$ cat config.mk
export PLATFORM = sky130hd
export DESIGN_NAME = slice_frac_cc_cfg
export DESIGN_NICKNAME = d
export VERILOG_FILES = /design/src/rtl/slice_frac_cc_cfg.sv
export SDC_FILE = /design/constraint.sdc
export NUM_CORES = 1
export LEC_CHECK = 0
export ABC_AREA = 1
export ABC_CLOCK_PERIOD_IN_PS = 3500
export BUFFER_PORTS_ARGS = -buffer_cell sky130_fd_sc_hd__buf_2
export CORE_ASPECT_RATIO = 0.7
export CORE_MARGIN = 2
export CORE_UTILIZATION = 45
export DETAILED_ROUTE_END_ITERATION = 6
export PLACE_DENSITY = 0.62
export SYNTH_ARGS = -nofsm -noshare
export SYNTH_HDL_FRONTEND = slang
export SYNTH_SLANG_ARGS = --single-unit
$ cat constraint.sdc
create_clock -name clk -period 3.5 [get_ports clk]
set_input_delay 0.525 -clock clk [delete_from_list [all_inputs] [get_ports clk]]
set_output_delay 0.525 -clock clk [all_outputs]
set_load 0.005 [all_outputs]
$ cat src/rtl/slice_frac_cc_cfg.sv
// Fracturable-LUT carry slice with serial configuration chain and load-tracking FSM.
// NUM_LUTS LUT_K-input LUTs feed a ripple P/G carry chain; each LUT output can
// select sum or raw LUT and pass through an optional output flop with an init value.
// Optional feature: define SLICE_CARRY_REG_EN to register the carry-out (co_o).
module slice_frac_cc_cfg #(
    parameter int unsigned LUT_K    = 4,
    parameter int unsigned NUM_LUTS = 4
) (
    input  logic                        clk,
    input  logic                        rst_n,
    input  logic                        cfg_en_i,
    input  logic                        cfg_in_i,
    output logic                        cfg_out_o,
    output logic                        cfg_done_o,
    output logic                        cfg_err_o,
    input  logic [LUT_K*NUM_LUTS-1:0]   luts_in_i,
    input  logic                        ci_i,
    input  logic                        reg_ce_i,
    output logic [2*NUM_LUTS-1:0]       lut_out_o,
    output logic [NUM_LUTS-1:0]         slice_out_o,
    output logic                        co_o
);

    localparam int unsigned TT       = 2 ** LUT_K;
    localparam int unsigned W        = TT + 4;
    localparam int unsigned CFG_BITS = NUM_LUTS * W + 2;
    localparam int unsigned CNT_W    = $clog2(CFG_BITS + 2);
    localparam logic [CNT_W-1:0] CntFull = CNT_W'(CFG_BITS);
    localparam logic [CNT_W-1:0] CntSat  = CNT_W'(CFG_BITS + 1);

    typedef enum logic [1:0] {StUncfg, StLoading, StActive} state_e;

    state_e                state_q, state_d;
    logic [CNT_W-1:0]      cnt_q, cnt_d;
    logic                  err_q, err_d;
    logic [CFG_BITS-1:0]   cfg_q;
    logic [NUM_LUTS-1:0]   q_q;
    logic                  active;
    logic                  load_done;

    logic [NUM_LUTS-1:0]   lo, hi, s, d, init_v, reg_en_v;
    logic [NUM_LUTS:0]     c;
    logic [1:0]            cin_sel;

    assign active     = (state_q == StActive);
    assign load_done  = (state_q == StLoading) && !cfg_en_i && (cnt_q == CntFull);
    assign cfg_out_o  = cfg_q[CFG_BITS-1];
    assign cfg_done_o = active;
    assign cfg_err_o  = err_q;
    assign cin_sel    = cfg_q[CFG_BITS-1:CFG_BITS-2];

    // Serial config shift register; first bit in ends up at the MSB.
    always_ff @(posedge clk or negedge rst_n) begin
        if (!rst_n) begin
            cfg_q <= '0;
        end else if (cfg_en_i) begin
            cfg_q <= {cfg_q[CFG_BITS-2:0], cfg_in_i};
        end
    end

    // Load-tracking state, bit counter and error flag registers.
    always_ff @(posedge clk or negedge rst_n) begin
        if (!rst_n) begin
            state_q <= StUncfg;
            cnt_q   <= '0;
            err_q   <= 1'b0;
        end else begin
            state_q <= state_d;
            cnt_q   <= cnt_d;
            err_q   <= err_d;
        end
    end

    // Next-state: entry cycle counts its own shifted bit, so a full load ends at CntFull.
    always_comb begin
        state_d = state_q;
        cnt_d   = cnt_q;
        err_d   = err_q;
        if (cfg_en_i) begin
            state_d = StLoading;
            if (state_q != StLoading) begin
                cnt_d = CNT_W'(1);
            end else if (cnt_q != CntSat) begin
                cnt_d = cnt_q + CNT_W'(1);
            end
        end else if (state_q == StLoading) begin
            if (cnt_q == CntFull) begin
                state_d = StActive;
                err_d   = 1'b0;
            end else begin
                state_d = StUncfg;
                err_d   = 1'b1;
            end
        end
    end

    for (genvar i = 0; i < NUM_LUTS; i++) begin : g_lut
        logic [TT-1:0]    tt;
        logic [LUT_K-1:0] addr;
        logic [LUT_K-2:0] a;
        logic             frac;
        logic             sel_sum;

        assign tt          = cfg_q[i*W +: TT];
        assign frac        = cfg_q[i*W + TT];
        assign sel_sum     = cfg_q[i*W + TT + 1];
        assign reg_en_v[i] = cfg_q[i*W + TT + 2];
        assign init_v[i]   = cfg_q[i*W + TT + 3];
        assign addr        = luts_in_i[i*LUT_K +: LUT_K];
        assign a           = addr[LUT_K-2:0];

        // Fractured mode splits the table into two (K-1)-input halves.
        assign lo[i] = frac ? tt[{1'b0, a}] : tt[addr];
        assign hi[i] = frac & tt[{1'b1, a}];
        assign d[i]  = sel_sum ? s[i] : lo[i];

        assign lut_out_o[2*i +: 2] = active ? {hi[i], lo[i]} : 2'b00;
        assign slice_out_o[i]      = active & (reg_en_v[i] ? q_q[i] : d[i]);
    end

    // Ripple carry chain: P = lo, G = hi.
    always_comb begin
        unique case (cin_sel)
            2'b01:   c[0] = 1'b0;
            2'b10:   c[0] = 1'b1;
            default: c[0] = ci_i;
        endcase
        for (int i = 0; i < NUM_LUTS; i++) begin
            c[i+1] = hi[i] | (lo[i] & c[i]);
            s[i]   = lo[i] ^ c[i];
        end
    end

    // Output flops: preset to init on the load-complete edge, else capture d when enabled.
    always_ff @(posedge clk or negedge rst_n) begin
        if (!rst_n) begin
            q_q <= '0;
        end else if (load_done) begin
            q_q <= init_v;
        end else if (active && reg_ce_i) begin
            q_q <= d;
        end
    end

`ifdef SLICE_CARRY_REG_EN
    logic co_q;

    // Registered carry-out, cleared whenever the slice is not active.
    always_ff @(posedge clk or negedge rst_n) begin
        if (!rst_n) begin
            co_q <= 1'b0;
        end else begin
            co_q <= active & c[NUM_LUTS];
        end
    end

    assign co_o = active & co_q;
`else
    assign co_o = active & c[NUM_LUTS];
`endif

endmodule

==> flow_summary.ini <==
[outcome]
run_status = completed

[die]
start_util_pct = 46.8
fp.dieArea_sq_um = 11700
core_sq_um = 10500
die_x_um = 129
num_rows = 31
num_io_pins = 38
die_height_um = 91.3

[routing]
post_drt_wl_per_cell_um = 12.6
drt_pass1_iterations = 5
wl_um = 10100
drc = 0
ant_nets = 0
vias = 3936
vias_per_cell = 4.93
dr.first_iter.drc_count = 239

[power_and_ir_drop]
intPower_mw = 2.01
p_seq_share_pct = 48.9
switching_share_pct = 28.8
ir_drop_v = 0.000242
power.total_mw = 2.82
power_frac_clock_pct = 33.6
power_leakage_nw = 2.78
pwr_density_cell_nw_per_um2 = 513
switching_power_uw = 811
combPwrFrac_pct = 17.5

[worst_setup_path]
required_ns = 2.97
path_class = reg2out
cp_data_arrival_time_ns = 2.75
endpoint_kind = primary output
path_max_fanout = 3
start_kind = register

[finish]
final_common_cell = nand2_1
num-nets-final = 690
final_cell_mix = 193 x nand2_1, 96 x dfrtp_1, 94 x inv_1, 83 x o21ai_0, 57 x nand3_1
drive_above_1_share_pct = 15.3
n_antenna_cell = 0
instances_no_fill = 798
area_delta_synth_final_pct = 12.1

[global_routing]
grt_max_degree = 84
first_global_vias = 3748
grt_pass1_wl_um = 17700
antenna_found_initial = 0
grt_most_used_layer = met2
gr-total-overflow = 0
grt_util_met1_pct = 27.5
grt_use_met2_pct = 28.0
grt.total_usage_pct = 18.9
globalRouteMet3Util_pct = 4.60

[logic_synthesis]
synth_cells = 631
yosys_warnings = 0
seq_area_frac_synth_pct = 49.0
synth.area.top_cells = dfrtp_1 49%, nand2_1 15%, o21ai_0 8.5%, inv_1 7.7%, nand3_1 6.0%
syn_area_sq_um = 4900
synth_fp_nets = 660
ys_ff_latch = 96
synth_top_area_share_pct = 49.0
synth_top_cell_by_area = dfrtp_1
yosysUniqueCellTypes = 29
syn_area_per_cell_sq_um = 7.76

[timing]
skew_ns = 0.00525
worst_slew_pin_slew_ns = 0.684
setup_violations = 0
period_minus_slack_ns = 3.27
layout_setup_ws_ns = 0.229
hold_violations = 0
rsz0062_at_grt = false
finalSetupTns_ns = 0
fmax_mhz = 306
finalMaxSlewViolations = 0
finalCritPeriodShare_pct = 93.5
slew-limit-headroom_pct = 54.4

[place]
dpl.hpwl_um = 6980
dp.cells = 779
gp_congestion = 0.813
dp_slack_ns = 0.203
io_buffer_count = 37

[cts]
cts-buffers-inserted = 9
cts_root_buf = clkbuf_16
clkTransAtPathRegs_ns = 0.06
clkLatencyLatePin_ns = 0.34
cts_sinks = 96
htree_levels = 3
cts-root-to-sink-buffers = 2
cts_tree = yes

[hold_path]
hp-class = in2async

[job]
max-cap-violations = 0
[worst max-delay path, stage by stage, from the launching register on]
cell and delay, ns:
dfrtp_1 0.41, ha_4 0.28, mux2_4 0.29, ha_2 0.16, inv_1 0.04, nand2_1 0.06
ha_1 0.18, inv_1 0.05, nand2_1 0.05, ha_2 0.16, inv_1 0.06, nand2_2 0.07
ha_4 0.24, nand2_2 0.06, nand3_1 0.08, nand2_1 0.06, inv_1 0.03, buf_2 0.11
[per-layer routing]
metal | share of wire, % | vias up | routed length, um
li1 | - | 2026 | -
met1 | 51 | 1832 | 5170
met2 | 44 | 68 | 4390
met3 | 4.0 | 10 | 398
met4 | 1.2 | 0 | 123
met5 | 0 | - | 0
[cells in the mapped netlist, drive strengths merged]
cell / n
dfrtp: 96
xor2: 3
ha: 7
buf: 16
inv: 109
o21ai: 87
clkbuf: 8
nor2: 14
o21a: 1
o31ai: 5
nand3: 66
a21oi: 4
xnor2: 1
nand4: 3
nand2: 205
o22ai: 4
mux2: 1
clkinv: 1
[flip-flops by register name, summed over array words and instances, names as in the netlist]
register	cells
q_q	4
cnt_q	7
state_q	2
cfg_err_o	1
cfg_q	82
[final timing paths]
path | slack (ns) | cells past startpoint | end | startpoint
worst min register to register | 0.48 | 2 | cfg_q[29]$_DFFE_PN0P_ | cfg_q[28]$_DFFE_PN0P_
max in group asynchronous | 2.75 | 2 | cnt_q[4]$_DFFE_PN0P_ | rst_n
worst max-delay path | 0.23 | 17 | slice_out_o[3] | cfg_q[81]$_DFFE_PN0P_
worst max register to register | 1.12 | 16 | q_q[3]$_DFFE_PN0P_ | cfg_q[81]$_DFFE_PN0P_
min in group clk | 0.38 | 3 | cfg_q[0]$_DFFE_PN0P_ | cfg_in_i
worst min-delay path | 0.05 | 1 | cfg_q[32]$_DFFE_PN0P_ | rst_n
[timing repair]
action	in CTS	in global routing
hold buffers	0	0
setup buffers	0	3
endpoints found under the setup margin	0	1
gates resized for setup	0	17
[power groups by stage]
stage | clock [mW] | sequential [mW] | combinational [mW]
global placement | 0 | 1.39 | 0.454
detailed placement | 0 | 1.39 | 0.467
floorplan | 0 | 1.36 | 0.356
finish | 0.948 | 1.38 | 0.493
global route | 1.04 | 1.40 | 0.586
CTS | 0.984 | 1.38 | 0.471
[per-stage QoR]
stage | instance area, sq um | utilization, % | hold slack [ns]
2_1_floorplan | 4900 | - | 0.229
3_3_place_gp | 5130 | 49.0 | 0.413
3_5_place_dp | 5130 | 49.0 | 0.416
5_1_grt | 5490 | 52.4 | 0.0501
4_1_cts | 5420 | 51.7 | 0.0428
6_report | 5490 | 52.4 | 0.0450
[logic make-up after synthesis]
kind of cell / Yosys count / synth area share [%]
flops: 96 / 49.0
fa+ha+maj: 7 / 1.79
mux: 1 / 0.230
xor+xnor: 4 / 0.715
compound gates: 101 / 10.8
buf+inv: 134 / 11.9
simple gates: 288 / 25.5
[cell type report]
| type | count | area, sq um |
|---|---|---|
| well taps | 132 | 165 |
| clock inverters | 3 | 42.5 |
| repair buffers | 43 | 250 |
| multi-input cells | 401 | 1970 |
| flip-flops and latches | 96 | 2400 |
| clock buffers | 13 | 240 |
| fillers | 1019 | 4980 |
| inverters | 110 | 425 |
Power figures use the tool's default switching activity.
